--- src/rtl/iter_div_unit.sv ---
// Multi-cycle radix-2 restoring divider: signed or unsigned, quotient and remainder together,
// valid/ready on both sides and a cancel input for pipeline flushes.
module iter_div_unit #(
  parameter int unsigned WIDTH = 32
) (
  input  logic             clk,
  input  logic             resetn,
  input  logic             in_valid,
  output logic             in_ready,
  input  logic             div_signed,
  input  logic [WIDTH-1:0] src1,
  input  logic [WIDTH-1:0] src2,
  input  logic             cancel,
  output logic             out_valid,
  input  logic             out_ready,
  output logic [WIDTH-1:0] quotient,
  output logic [WIDTH-1:0] remainder,
  output logic             busy
);

  localparam int unsigned CntW = $clog2(WIDTH);

  typedef enum logic [1:0] {StIdle, StCalc, StFix, StDone} state_e;

  state_e          state_q;
  logic [CntW-1:0] cnt_q;
  logic            qneg_q;
  logic            rneg_q;
  logic [WIDTH-1:0] rem_q;
  logic [WIDTH-1:0] dvd_q;
  logic [WIDTH-1:0] dvs_q;
  logic [WIDTH-1:0] quo_q;
  logic [WIDTH-1:0] rmd_q;

  logic             accept;
  logic             src1_neg;
  logic             src2_neg;
  logic [WIDTH-1:0] src1_mag;
  logic [WIDTH-1:0] src2_mag;
  logic [WIDTH:0]   shifted;
  logic [WIDTH:0]   trial;
  logic             qbit;
  logic [WIDTH-1:0] rem_next;

  assign in_ready = (state_q == StIdle) | ((state_q == StDone) & out_ready);
  assign accept   = in_valid & in_ready & ~cancel;

  // Sign flags are masked by the mode, so unsigned operands pass through as raw magnitudes.
  assign src1_neg = div_signed & src1[WIDTH-1];
  assign src2_neg = div_signed & src2[WIDTH-1];
  assign src1_mag = src1_neg ? -src1 : src1;
  assign src2_mag = src2_neg ? -src2 : src2;

  assign shifted  = {rem_q, dvd_q[WIDTH-1]};
  assign trial    = shifted - {1'b0, dvs_q};
  assign qbit     = ~trial[WIDTH];
  // Either branch is below the divisor, so the partial remainder always fits WIDTH bits.
  assign rem_next = qbit ? trial[WIDTH-1:0] : shifted[WIDTH-1:0];

  assign out_valid = (state_q == StDone);
  assign busy      = (state_q != StIdle);
  assign quotient  = quo_q;
  assign remainder = rmd_q;

  always_ff @(posedge clk or negedge resetn) begin
    if (!resetn) begin
      state_q <= StIdle;
      cnt_q   <= '0;
      qneg_q  <= 1'b0;
      rneg_q  <= 1'b0;
      rem_q   <= '0;
      dvd_q   <= '0;
      dvs_q   <= '0;
      quo_q   <= '0;
      rmd_q   <= '0;
    end else if (cancel) begin
      state_q <= StIdle;
    end else if (accept) begin
      cnt_q  <= CntW'(WIDTH - 1);
      qneg_q <= src1_neg ^ src2_neg;
      rneg_q <= src1_neg;
      rem_q  <= '0;
      dvd_q  <= src1_mag;
      dvs_q  <= src2_mag;
      if (src2 == '0) begin
        quo_q   <= '1;
        rmd_q   <= src1;
        state_q <= StDone;
      end else begin
        state_q <= StCalc;
      end
    end else begin
      case (state_q)
        StCalc: begin
          rem_q <= rem_next;
          dvd_q <= {dvd_q[WIDTH-2:0], qbit};
          if (cnt_q == '0) begin
            state_q <= StFix;
          end else begin
            cnt_q <= cnt_q - CntW'(1);
          end
        end
        StFix: begin
          quo_q   <= qneg_q ? -dvd_q : dvd_q;
          rmd_q   <= rneg_q ? -rem_q : rem_q;
          state_q <= StDone;
        end
        StDone: begin
          if (out_ready) begin
            state_q <= StIdle;
          end
        end
        default: ;
      endcase
    end
  end

endmodule

--- config.mk ---
export PLATFORM = sky130hd
export DESIGN_NAME = iter_div_unit
export DESIGN_NICKNAME = d
export VERILOG_FILES = /design/src/rtl/iter_div_unit.sv
export SDC_FILE = /design/constraint.sdc
export NUM_CORES = 1
export LEC_CHECK = 0
export ABC_AREA = 1
export BUFFER_PORTS_ARGS = -buffer_cell sky130_fd_sc_hd__buf_2
export CAP_MARGIN = 15
export CORE_UTILIZATION = 40
export CTS_CLUSTER_DIAMETER = 60
export DETAILED_ROUTE_END_ITERATION = 7
export PLACE_DENSITY = 0.57
export SYNTH_ARGS = -nofsm -noshare
export SYNTH_HDL_FRONTEND = slang
export SYNTH_SLANG_ARGS = --single-unit
--- constraint.sdc ---
create_clock -name clk -period 2.95 [get_ports clk]
set_clock_uncertainty 0.1 [all_clocks]
set_input_delay 0.1475 -clock clk [delete_from_list [all_inputs] [get_ports clk]]
set_output_delay 0.1475 -clock clk [all_outputs]
set_load 0.02 [all_outputs]
### Word level (Yosys, flattened, before mapping)

Cells that the tools add are included.
W data, S select, Z words.

| operators by class | value |
|---|---|
| add/subtract/negate cells | 6 |
| eq/ne operators | 7 |
| mux-type cells | 24 |
| bitwise gates (word level) | 9 |
| reductions and logical operators | 12 |

Operator list:

| operator | count |
|---|---|
| $mux W32 | 15 |
| $neg A32 Y32 | 4 |
| $sub A33 B32 Y33 | 1 |
| $logic_not A32 Y1 | 1 |
| $mux W5 | 3 |
| $mux W2 | 5 |
| $reduce_and A3 Y1 | 3 |
| $pmux W2 S3 | 1 |
| $reduce_bool A2 Y1 | 3 |
| $and A1 B1 Y1 | 5 |
| $logic_not A5 Y1 | 1 |
| $reduce_bool A5 Y1 | 1 |
| $sub A5 B1 Y5 const B | 1 |
| $eq A2 B2 Y1 const B | 2 |
| $ne A4 B2 Y1 const B | 1 |
| $ne A4 B4 Y1 const B | 1 |
| $reduce_and A2 Y1 | 2 |
| $eq A2 B1 Y1 const B | 1 |
| $logic_not A2 Y1 | 1 |
| $ne A2 B1 Y1 const B | 1 |
| $ne A2 B2 Y1 const B | 1 |
| $not A1 Y1 | 2 |
| $or A1 B1 Y1 | 1 |
| $xor A1 B1 Y1 | 1 |

| word-level totals | value |
|---|---|
| register bits after elaboration | 169 |
| bits of input ports | 70 |
| output and inout port bits | 67 |
| logic and storage cells | 67 |

### Logic depth before layout (Yosys ltp)

| depth | value |
|---|---|
| depth after elaboration | 7 |
| gate-level depth with buffers | 18 |

### Least setup slack after synthesis

OpenSTA, ideal clock, no wires.

| path | value |
|---|---|
| path kind | reg2reg |
| start point | reg dvd_q[31] |
| end point | reg rem_q[29] |
| setup time | 0.118 ns |
| arrival | 2.139 ns |
| required time | 2.732 ns |
| slack | 0.593 ns |
| stages on the path, launching flop included | 19 |
| clock period less this slack | 2.357 ns |
| path through | dfrtp_1 inv_1 ha_1 fa_1 inv_1 nand2_1 nand2_1 nand3_1 nand2_1 nand2_1 nand2_1 nand2_1 nand2_1 nand2_1 nand2_2 buf_2 nand3_1 nand3_1 nand2_1 |

| on the way | value |
|---|---|
| longest elaborated chain between the ends | 4 |

RTL lines:

| what | RTL line | RTL |
|---|---|---|
| from (decl) | 30 | `logic [WIDTH-1:0] dvd_q;` |
| from (signal assigned) | 83 | `dvd_q <= src1_mag;` |
| from (signal assigned) | 96 | `dvd_q <= {dvd_q[WIDTH-2:0], qbit};` |
| $sub A33 B32 Y33 | 55 | `assign trial = shifted - {1'b0, dvs_q};` |
| $mux W32 | 58 | `assign rem_next = qbit ? trial[WIDTH-1:0] : shifted[WIDTH-1:0];` |
| $mux W32 | 93 | `case (state_q)` |
| $mux W32 | 78 | `end else if (accept) begin` |
| to (signal assigned) | 95 | `rem_q <= rem_next;` |
| to (decl) | 29 | `logic [WIDTH-1:0] rem_q;` |

No other way between the ends. The select of a mux whose other input is x is not followed.
A chain may end at the register's enable or synchronous reset.

### Worst setup path in the final report

| path | value |
|---|---|
| start point | reg dvd_q[31] |
| end point | reg rem_q[10] |

Same word-level chain as after synthesis.

==> results.json <==
{
  "highest_layer": "met4",
  "area_growth_pct": 16.3,
  "synth-main-ff-cell": "dfrtp_1",
  "vias": 13900,
  "hold_class": "in2reg",
  "clkSlewWorstSetupHoldPaths_ns": 0.07,
  "drt_first_pass_iters": 6,
  "synth_seq_area_share_pct": 32.1,
  "synth_area_um2": 13200,
  "track_usage_pct": 27.3,
  "p_seq_share_pct": 24.6,
  "fp-row-count": 66,
  "worstHoldStart": "src2[21]",
  "crit_type": "reg2reg",
  "io-pin-count": 137,
  "grt_pass1_wl_mm": 70.9,
  "cts_tree": "yes",
  "synthCells": 2081,
  "cp.arrival_ns": 2.98,
  "totalNegativeSetupSlack_ns": 0,
  "ys_types": 50,
  "cts_max_level": 4,
  "critPathLaunchType": "flop",
  "drt_iter0_markers": 1049,
  "p_total_mw": 18.0,
  "cap_violations": 0,
  "initial_utilization_pct": 40.6,
  "max_slew_margin_pct": 52.1,
  "drv_slew": 0,
  "setup-violations-final": 0,
  "insertedDiodeCount": 0,
  "routed_via_density": 5.14,
  "cts_sinks": 169,
  "hold_viol_final": 0,
  "min_delay_worst_endpoint": "dvs_q[21]",
  "gp_congestion": 0.930,
  "ys_ff_latch": 169,
  "sw_frac_of_total_pct": 54.1,
  "fmax_mhz": 365,
  "pwr-share-clk_pct": 11.7,
  "fin_crit_ns": 2.74,
  "die_area_um2": 33700,
  "multi_input_area_um2": 7550,
  "powerDensity_nw_per_um2": 1170,
  "final_nets": 2349,
  "grt_antenna_before_repair": 0,
  "synth_edf_count": 0,
  "wl_met3_mm": 1.98,
  "switchingPower_mw": 9.74,
  "vdd_drop_max_mv": 0.519,
  "dp_hpwl_mm": 35.6,
  "fin_crit_sh_pct": 92.9,
  "core-area_um2": 32500,
  "grt_setup_unrepaired": "no",
  "cts-buffers-inserted": 17,
  "n_fill_cell": 3518,
  "portBuffers": 136,
  "met1Wirelength_mm": 21.0,
  "path_max_fanout": 15,
  "power.internal_mw": 8.26,
  "drive_above_1_share_pct": 10.3,
  "grt_pass1_vias": 13000,
  "r2r_end": "rem_q[10]",
  "reg2regPathDepth": 18,
  "reg2reg_from": "dvd_q[31]",
  "post_drt_wl_per_cell_um": 16.8,
  "drc": 0,
  "die_h_um": 184,
  "register_area_um2": 4230,
  "cp_data_required_time_ns": 3.19,
  "avgSynthCellArea_um2": 6.33,
  "rrSetupSlack_ns": 0.21,
  "wl_mm": 45.3,
  "overflow": 0,
  "async_flop_share_pct": 100,
  "wl_met2_mm": 21.0,
  "die_w_um": 184,
  "status": "completed",
  "hold_depth": 3,
  "tightest_slew_ns": 0.719,
  "grt_max_degree": 67,
  "syn_nets": 2190,
  "cts-root-buf": "clkbuf_16",
  "critPathCaptureType": "flop",
  "clkLatencyLatePin_ns": 0.45,
  "clock_path_buffers": 2,
  "comb_power_share_pct": 63.7,
  "ant_nets": 0,
  "leakagePower_nw": 7.95,
  "yosys_warnings": 0
}
[worst max path at each step]
stage	start	end	slack, ns	depth (start not counted)
global route	dvd_q[31]	rem_q[19]	0.02	18
global placement	dvd_q[31]	rem_q[6]	0.33	18
CTS	state_q[1]	qneg_q	0.13	11
finish	dvd_q[31]	rem_q[10]	0.21	18
floorplan	dvd_q[31]	rem_q[29]	0.59	18
detailed placement	dvd_q[31]	rem_q[10]	0.22	18
[cells in the final DEF, fill, tap and decap left out, drive strengths merged, types with 2 or more instances in the layout]
| cell type | n |
|---|---|
| a21o | 4 |
| a21oi | 61 |
| a31oi | 37 |
| a32oi | 3 |
| and2 | 2 |
| buf | 169 |
| clkbuf | 20 |
| clkinv | 7 |
| clkinvlp | 4 |
| dfrtp | 169 |
| dlygate4sd3 | 38 |
| ha | 38 |
| inv | 289 |
| nand2 | 639 |
| nand3 | 207 |
| nand3b | 5 |
| nand4 | 25 |
| nor2 | 245 |
| nor3 | 34 |
| nor3b | 2 |
| nor4 | 2 |
| o211ai | 20 |
| o21ai | 135 |
| o21bai | 6 |
| o221ai | 4 |
| o22ai | 13 |
| o41ai | 2 |
| or2 | 9 |
| xnor2 | 23 |
| xor2 | 35 |
[stage by stage]
step | util [%] | worst slack [ns] | hold WS (ns) | area [um^2] | instances
global route | 47.2 | 0.0244 | 0.0211 | 15300 | 2694
floorplan | - | 0.593 | -0.248 | 13200 | 2081
detailed placement | 44.5 | 0.220 | 0.0782 | 14400 | 2625
global placement | 44.5 | 0.334 | 0.0705 | 14400 | 2625
CTS | 47.2 | 0.133 | 0.00551 | 15300 | 2694
finish | 47.2 | 0.210 | 0.0167 | 15300 | 2694
[flip-flops by register name, indices dropped and copies added (netlist names)]
name	flops
dvd_q	32
dvs_q	32
rem_q	32
remainder	32
qneg_q	1
cnt_q	5
state_q	2
rneg_q	1
quotient	32
[synth_stat cells, types with 5 or more instances]
cell      instances  area (um^2)
o21ai_1          11         55.1
buf_1             5         18.8
o211ai_1         20          150
o21bai_1          6         45.0
o22ai_1          12         75.1
o21ai_0         121          606
buf_2            27          135
inv_2             6         22.5
clkbuf_1         27          101
nor2_1          238          893
a21oi_1          60          300
nor3_1           34          170
nor2_2            5         31.3
dfrtp_1         169         4230
or2_2             7         43.8
nand2_2           5         31.3
a31oi_1          37          231
nand3_1         205         1030
nand2_1         634         2380
inv_1           282         1060
nand3b_1          5         37.5
xnor2_1          23          201
nand4_1          24          150
xor2_1           35          307
ha_1             38          475
[critical path, cell delays in order, from the launching register on]
cell and delay [ns]:
dfrtp_1 0.37, inv_1 0.10, ha_1 0.24, fa_1 0.41
inv_1 0.07, nand2_1 0.04, nand2_1 0.09, nand3_1 0.08
nand2_1 0.12, nand2_1 0.06, nand2_1 0.11, nand2_1 0.10
nand2_1 0.09, nand2_1 0.07, nand2_1 0.12, buf_4 0.22
nand2_1 0.10, nand3_1 0.09, nand2_1 0.05
[routing by layer]
layer | up-vias | global-route usage [%]
li1 | 7012 | -
met1 | 6387 | 36.7
met2 | 393 | 45.4
met3 | 60 | 3.01
met4 | 0 | 9.77
met5 | - | 0
[repair_timing]
action / in CTS / in global routing
hold endpoints to repair: 96 / 0
setup endpoints to repair: 0 / 1
setup buffers: 0 / 0
hold buffers: 38 / 0
resized for setup: 0 / 1
[power by group through the flow]
stage	clock (mW)	combinational, mW	sequential [mW]
2_1_floorplan	0	7.76	4.53
3_3_place_gp	0	11.3	4.42
3_5_place_dp	0	11.3	4.44
4_1_cts	2.16	11.4	4.40
5_1_grt	2.23	12.9	4.56
6_report	2.11	11.5	4.42
[cell type report]
| type | instances | area share, % |
|---|---|---|
| Tap cell | 442 | 3.61 |
| Clock inverter | 11 | 0.498 |
| Clock buffer | 20 | 2.91 |
| Sequential cell | 169 | 27.6 |
| Multi-Input combinational cell | 1556 | 49.2 |
| Timing Repair Buffer | 207 | 9.07 |
| Inverter | 289 | 7.09 |
[kinds of logic (layout without fill, tap and decap cells)]
logic type | count (synthesis) | count (layout) | share of synthesized area, %
fa+ha+maj | 39 | 39 | 3.76
flops | 169 | 169 | 32.1
xor+xnor | 58 | 58 | 3.85
simple gates | 1170 | 1170 | 37.0
compound gates | 289 | 289 | 12.5
buf+inv | 356 | 527 | 10.7
Note: power is estimated with default switching activity, not from simulation.
